File: src/rtl/frame_loader.sv
// Double-buffered 8x8 RGB frame loader.
// A host streams pixels in row-major order into the back buffer while the
// scanner reads rows from the front buffer. A completed frame waits in the
// back buffer until the scanner's end-of-frame pulse, then the buffers swap,
// so the displayed image never mixes two frames.
module frame_loader #(
    parameter int ROW_NUM = 8,
    parameter int COL_NUM = 8
) (
    input  logic        clk_i,
    input  logic        rst_i,
    input  logic        pix_valid_i,
    output logic        pix_ready_o,
    input  logic [2:0]  pix_data_i,
    input  logic        sof_i,
    input  logic        frame_end_i,
    input  logic [2:0]  rd_row_i,
    output logic [23:0] rd_data_o,
    output logic        swap_pending_o,
    output logic [7:0]  frame_cnt_o,
    output logic        err_o,
    input  logic        err_clr_i
);

    localparam int        NPIX     = ROW_NUM * COL_NUM;
    localparam logic [5:0] LAST_PTR = 6'(NPIX - 1);

    typedef enum logic [1:0] {
        IDLE    = 2'd0,
        WRITE   = 2'd1,
        PENDING = 2'd2
    } state_t;

    state_t     state_q, state_d;
    logic [5:0] wr_ptr_q, wr_ptr_d;
    logic       fb_sel;
    logic       back_sel;
    logic       xfer;
    logic       wr_en;
    logic [5:0] wr_addr;
    logic       set_err;
    logic       swap;

    // Two frame buffers, one 3-bit pixel per address; address = {row, col}.
    logic [NPIX-1:0][2:0] buf_q [2];

    assign pix_ready_o    = (state_q != PENDING);
    assign swap_pending_o = (state_q == PENDING);
    assign xfer           = pix_valid_i && pix_ready_o;
    assign back_sel       = ~fb_sel;

    // State register, write pointer, buffer select, frame counter.
    // NOTE: sequential state uses non-blocking (<=) so every register samples
    // pre-edge values; blocking here would create order-dependent races.
    always_ff @(posedge clk_i or posedge rst_i) begin
        if (rst_i) begin
            state_q     <= IDLE;
            wr_ptr_q    <= '0;
            fb_sel      <= 1'b0;
            frame_cnt_o <= '0;
        end else begin
            state_q  <= state_d;
            wr_ptr_q <= wr_ptr_d;
            if (swap) begin
                fb_sel      <= ~fb_sel;
                frame_cnt_o <= frame_cnt_o + 8'd1;
            end
        end
    end

    // Next-state logic: decides what each transfer does and when to swap.
    // NOTE: every signal driven here gets a default first, so no path leaves
    // one unassigned and no latch is inferred.
    always_comb begin
        state_d  = state_q;
        wr_ptr_d = wr_ptr_q;
        wr_en    = 1'b0;
        wr_addr  = wr_ptr_q;
        set_err  = 1'b0;
        swap     = 1'b0;
        case (state_q)
            IDLE: begin
                if (xfer) begin
                    if (sof_i) begin
                        wr_en    = 1'b1;
                        wr_addr  = '0;
                        wr_ptr_d = 6'd1;
                        state_d  = WRITE;
                    end else begin
                        // Pixel without a frame start is dropped.
                        set_err = 1'b1;
                    end
                end
            end
            WRITE: begin
                if (xfer) begin
                    wr_en = 1'b1;
                    if (sof_i) begin
                        // Early restart: abandon the partial frame.
                        set_err  = 1'b1;
                        wr_addr  = '0;
                        wr_ptr_d = 6'd1;
                    end else if (wr_ptr_q == LAST_PTR) begin
                        wr_ptr_d = '0;
                        state_d  = PENDING;
                    end else begin
                        wr_ptr_d = wr_ptr_q + 6'd1;
                    end
                end
            end
            PENDING: begin
                if (frame_end_i) begin
                    swap    = 1'b1;
                    state_d = IDLE;
                end
            end
            default: state_d = IDLE;
        endcase
    end

    // Buffer storage: writes land only in the back buffer.
    // NOTE: the buffers are reset along with the control state because a
    // cleared display after reset is visible behaviour, not just hygiene.
    always_ff @(posedge clk_i or posedge rst_i) begin
        if (rst_i) begin
            buf_q[0] <= '0;
            buf_q[1] <= '0;
        end else if (wr_en) begin
            buf_q[back_sel][wr_addr] <= pix_data_i;
        end
    end

    // Registered row read from the front buffer (one-cycle latency).
    always_ff @(posedge clk_i or posedge rst_i) begin
        if (rst_i) begin
            rd_data_o <= '0;
        end else begin
            rd_data_o <= buf_q[fb_sel][{rd_row_i, 3'b000} +: COL_NUM];
        end
    end

    // Sticky error flag; a new error wins over a clear in the same cycle.
    always_ff @(posedge clk_i or posedge rst_i) begin
        if (rst_i) begin
            err_o <= 1'b0;
        end else if (set_err) begin
            err_o <= 1'b1;
        end else if (err_clr_i) begin
            err_o <= 1'b0;
        end
    end

endmodule

File: config.mk
export PLATFORM = sky130hd
export DESIGN_NAME = frame_loader
export DESIGN_NICKNAME = d
export VERILOG_FILES = /design/src/rtl/frame_loader.sv
export SDC_FILE = /design/constraint.sdc
export NUM_CORES = 1
export LEC_CHECK = 0
export ABC_AREA = 1
export BUFFER_PORTS_ARGS = -buffer_cell sky130_fd_sc_hd__buf_2
export CORE_ASPECT_RATIO = 2
export CORE_MARGIN = 1
export CORE_UTILIZATION = 60
export DETAILED_ROUTE_END_ITERATION = 12
export PLACE_DENSITY = 0.79
export SYNTH_ARGS = -nofsm -noshare
export SYNTH_HDL_FRONTEND = slang
export SYNTH_SLANG_ARGS = --single-unit
File: constraint.sdc
create_clock -name clk_i -period 14.6 [get_ports clk_i]
set_input_delay 0.73 -clock clk_i [delete_from_list [all_inputs] [get_ports clk_i]]
set_output_delay 0.73 -clock clk_i [all_outputs]
set_load 0.05 [all_outputs]
== Word level (Yosys, flattened, before mapping) ==
Cells that the tools add are included.

* Multiplexer cells: 35
* Equal/unequal tests: 10
* Order comparisons: 5
* Bitwise logic cells: 3
* $add $sub $neg: 2
* Shift-type cells: 3
* Reductions and logical operators: 9

{| class="wikitable"
|+ Operator list
! kind !! count
|-
| $mux 192 || 4
|-
| $bwmux 384 || 1
|-
| $demux 192 s1 || 1
|-
| $shiftx 64x7->8 || 3
|-
| $mux 6 || 8
|-
| $demux 3 s6 || 1
|-
| $ne 2x2->1 const B || 7
|-
| $mux 2 || 6
|-
| $pmux 6 s2 || 1
|-
| $mux 1 || 9
|-
| $add 8x1->8 const B || 1
|-
| $lt 6x7->1 const B || 1
|-
| $add 6x1->6 const B || 1
|-
| $eq 6x6->1 const B || 1
|-
| $ge 6x1->1 const B || 1
|-
| $pmux 2 s3 || 1
|-
| $reduce_and 6->1 || 1
|-
| $ge 2x2->1 const B || 2
|-
| $not 1->2 || 2
|-
| $pmux 1 s2 || 2
|-
| $reduce_and 4->1 || 1
|-
| $reduce_bool 2->1 || 2
|-
| $logic_and 1x1->1 || 3
|-
| $mux 3 || 1
|-
| 6 further kinds || 6
|}

* Bits in registers: 426
* Output and inout bits: 35
* Logic and storage cells: 201
* Input port bits: 12

== Longest topological paths before layout ==
* Word-level depth: 11
* Gate-level depth with buffers: 10

== Worst setup path after synthesis ==
No wires, ideal clock.

* Path kind: reg2out
* Start point: register state_q[0]
* End point: output pix_ready_o
* Data arrival time: 1,563 ps
* Buffers on the path: 0
* Data required time: 13,870 ps
* Slack: 12,307 ps
* Cell stages (with the launch flop): 3
* Cells stage by stage: dfrtp_1 > nor2_1 > inv_1

* Cells in the longest elaborated chain, start to end: 1

{| class="wikitable"
|+ RTL lines
! what !! RTL line !! source
|-
| from (decl) || 34 || <nowiki>state_t state_q, state_d;</nowiki>
|-
| from (signal assigned) || 62 || <nowiki>state_q <= state_d;</nowiki>
|-
| $ne 2x2->1 || 47 || <nowiki>assign pix_ready_o = (state_q != PENDING);</nowiki>
|-
| to (decl) || 13 || <nowiki>output logic pix_ready_o,</nowiki>
|}

Every way passes these cells.

== Worst setup path in the final report ==
* Start point: register fb_sel
* End point: register buf_q[346] (netlist bit)

* Cells in the longest elaborated chain, start to end: 7

{| class="wikitable"
|+ RTL lines
! what !! RTL line !! source
|-
| from (decl) || 36 || <nowiki>logic fb_sel;</nowiki>
|-
| from (signal assigned) || 65 || <nowiki>fb_sel <= ~fb_sel;</nowiki>
|-
| $not 1->1 (*) || 50 || <nowiki>assign back_sel = ~fb_sel;</nowiki>
|-
| $not 1->2 (not written as such) (*) || 129 || <nowiki>buf_q[back_sel][wr_addr] <= pix_data_i;</nowiki>
|-
| $ge 2x2->1 (not written as such) or $lt 2x1->1 (tied branches) || 129 ||
|-
| $logic_and 1x1->1 (not written as such) || 129 ||
|-
| $mux 192 (not written as such) || 129 ||
|-
| $demux 192 s1 (*) || 129 ||
|-
| $bwmux 384 (*) || 129 ||
|-
| to (signal, indexed assignment) || 129 ||
|-
| to (decl) || 45 || <nowiki>logic [NPIX-1:0][2:0] buf_q [2];</nowiki>
|}

Every way passes the cells marked *; elsewhere a longest branch is shown, timed or not.
A chain may end at the register's enable or synchronous reset.

==> metrics.md <==
| Metric | Value |
|---|---|
| # resized after CTS | `0` |
| Status | `finished clean` |
| Time the final worst path needs with I/O delays and setup | `3.931 ns` |
| Final worst-path setup slack | `10.67 ns` |
| Number of placement rows | `97` |
| FMAX | `254.4 MHz` |
| Register-to-Register Setup Slack | `10.67 ns` |
| Startpoint type of the worst setup path | `flip-flop` |
| Vias in the first global route | `18846` |
| TritonCTS sink count | `426` |
| Post-Synthesis Cells | `2845` |
| Max Cap Violations | `0` |
| Cell Count, Final, Fillers Out | `3236` |
| Final count of hold timing violations | `0` |
| CP Max Fanout | `96` |
| Synth cell types | `30` |
| Number of pins with negative max-slew slack in the final report | `0` |
| Final net count | `2782` |
| PortBufs | `46` |
| Count of placed standard cells including taps | `3173` |
| Worst Path Required | `15.03 ns` |
| Die X-Extent | `136.0 um` |
| Total number of H-tree levels | `2` |
| Ratio of cells with drive above 1 in the final layout | `0.07345` |
| Area of all placed cells without fillers | `22930 um2` |
| Slew at the pin closest to its max-slew limit | `1.232 ns` |
| Remaining routing DRC violations | `0` |
| Detailed-placement wirelength estimate | `34720 um` |
| Via count normalized by instance count | `5.879` |
| Starting density of the core | `0.6124` |
| Post-synth top flop | `sky130_fd_sc_hd__dfrtp_1` |
| Antenna violations before repair | `0` |
| Insertion delay to the later sink of the worst-skew pair | `0.54 ns` |
| Post-route clock skew | `0.01995 ns` |
| Cell depth of the worst flop-to-flop path | `7` |
| Clock-pin slew reported for the worst setup and hold paths after clock tree synthesis | `0.07 ns` |
| VDD IR max | `0.1188 mV` |
| Diodes inserted | `0` |
| Fill count | `3043` |
| Core Area | `35200 um2` |
| Critical path endpoint category | `flip-flop` |
| Post-CTS setup buffer count | `0` |
| Total power density per cell area | `144.4 nW/um2` |
| Commonest cells in the synthesized netlist | `sky130_fd_sc_hd__nand2_1, sky130_fd_sc_hd__nand3_1, sky130_fd_sc_hd__dfrtp_1` |
| Static Leakage | `11.89 nW` |
| Final clock period utilization by the worst path | `0.2693` |
| Initial detailed-routing violation count | `1558` |
| Cts-stage hold buffer count | `0` |
| Biggest area contributors in the synthesized netlist | `sky130_fd_sc_hd__dfrtp_1, sky130_fd_sc_hd__nand2_1, sky130_fd_sc_hd__nand3_1` |
| Growth of design area from synthesis to finish | `6.409%` |
| Post-synth EDFFs | `0` |
| Setup repair after global routing missed its margin | `no` |
| Count of synthesis-stage warnings from yosys | `0` |
| Cell type contributing the most total cell area after synthesis | `sky130_fd_sc_hd__dfrtp_1` |
| Data arrival, critical path | `4.36 ns` |
| Kind of critical path | `reg2reg` |
| Fraction of the core area covered by cells at the end of the flow | `0.6516` |
| Headroom to the max-slew limit | `0.1776` |
| Number of routed nets with antenna violations | `0` |
| Setup TNS after final layout | `0 ns` |
| Startpoint of the worst register-to-register path | `fb_sel$_DFFE_PP0P_` |
| Share of async-settable or async-resettable flops after synthesis | `1.000` |
| Worst-case clock buffer depth | `3` |
| Total standard cell area after synthesis | `21550 um2` |
| Total track usage | `0.3293` |
| Post-Place Cell Area | `21780 um2` |
| Sequential share of the synthesized area | `0.4946` |
| Height of the chip | `270.0 um` |
| Fraction of synthesized cell area taken by the top area cell type | `0.4946` |
| Final setup violation count | `0` |
| Number of primary I/O pins | `47` |
| Net Count, Synth | `2859` |
| Type of the worst min-delay path | `in2async` |
| Routability congestion estimate from global placement | `0.8505` |
| Most frequent cell after synthesis | `sky130_fd_sc_hd__nand2_1` |
| TritonCTS clock tree | `yes` |
| Routed wire length | `58020 um` |
| Reg-to-reg endpoint | `buf_q[346]$_DFFE_PP0P_` |
| Total clock buffers created by CTS | `38` |
| Clock tree root driver cell | `sky130_fd_sc_hd__clkbuf_16` |
| DR pass1 iterations | `7` |
| Area of the die | `36730 um2` |
| Global-route wire length before repair | `95540 um` |
| Total congestion overflow | `0` |
| Detail-routed net length per standard cell | `17.93 um` |
| Post-place setup slack | `10.77 ns` |
| Number of synthesized register bits | `426` |
| Count of vias placed by the detailed router | `19025` |
| Largest net degree at the start of global routing | `218` |
| Post-Synthesis Mean Instance Area | `7.576 um2` |
[logic make-up after synthesis]
kind of cell	share of synthesized area
XOR/XNOR	0.002845
flip-flops	0.4946
AO/OA/AOI/OAI	0.05300
AND/OR/NAND/NOR	0.3952
buffers and inverters	0.05318
adder cells (fa/ha/maj)	0.001161
[state kept, by name, summed over array words and instances (netlist names)]
register     count
frame_cnt_o      8
fb_sel           1
wr_ptr_q         6
err_o            1
buf_q          384
state_q          2
rd_data_o       24
[worst max-delay path by stage]
stage	startpoint	end	slack [ns]	cells past startpoint
final	fb_sel$_DFFE_PP0P_	buf_q[346]$_DFFE_PP0P_	10.67	7
after global routing	fb_sel$_DFFE_PP0P_	buf_q[277]$_DFFE_PP0P_	10.35	7
after CTS	fb_sel$_DFFE_PP0P_	buf_q[374]$_DFFE_PP0P_	10.76	7
after detailed placement	fb_sel$_DFFE_PP0P_	buf_q[280]$_DFFE_PP0P_	10.77	7
after global placement	fb_sel$_DFFE_PP0P_	buf_q[221]$_DFFE_PP0P_	10.90	7
after floorplan	rst_i	buf_q[0]$_DFFE_PP0P_	2.01	1
[area by class of cell]
class | instances | area (um2) | share of cell area
inverters | 103 | 399.1 | 0.01740
multi-input cells | 2137 | 9762 | 0.4256
repair buffers | 62 | 402.9 | 0.01757
clock inverters | 9 | 57.56 | 0.002510
clock buffers | 54 | 1092 | 0.04763
well taps | 445 | 556.8 | 0.02428
flip-flops and latches | 426 | 10660 | 0.4650
[metrics by stage]
step	power (mW)	hold slack (ns)
CTS	3.318	0.3457
detailed placement	2.358	0.4534
global placement	2.336	0.4480
floorplan	2.119	0.4366
finish	3.312	0.3205
global route	3.472	0.3907
[layout by cell type, fill, tap and decap left out, drive strengths merged]
| master | n |
|---|---|
| o22ai | 2 |
| nor2 | 287 |
| clkinvlp | 2 |
| inv | 103 |
| xor2 | 3 |
| ha | 2 |
| buf | 62 |
| o21ai | 123 |
| nand3 | 514 |
| clkbuf | 54 |
| clkinv | 7 |
| nand4 | 13 |
| o31ai | 1 |
| xnor2 | 4 |
| a31oi | 1 |
| a21oi | 4 |
| dfrtp | 426 |
| o211ai | 64 |
| nor3 | 1 |
| nand2 | 1118 |
[report_power, final]
group / switching [mW] / internal, mW / leakage (nW)
sequential: 0.104 / 1.29 / 5.86
combinational: 0.732 / 0.224 / 5.47
clock: 0.441 / 0.521 / 0.563
[layer usage]
metal	track usage	wire length, um
met1	0.4047	22080
met2	0.5679	29960
met3	0.03529	3252
met4	0.1611	2735
met5	0	0
[critical path, cell delays in order, from the launching register on]
cell and delay, ns:
sky130_fd_sc_hd__dfrtp_4 0.97, sky130_fd_sc_hd__inv_4 0.42, sky130_fd_sc_hd__nor2_4 0.59, sky130_fd_sc_hd__buf_4 0.49, sky130_fd_sc_hd__buf_4 0.80, sky130_fd_sc_hd__nand2_1 0.22, sky130_fd_sc_hd__nand2_1 0.13, sky130_fd_sc_hd__nand2_1 0.06
(Power assumes the default switching activity.)
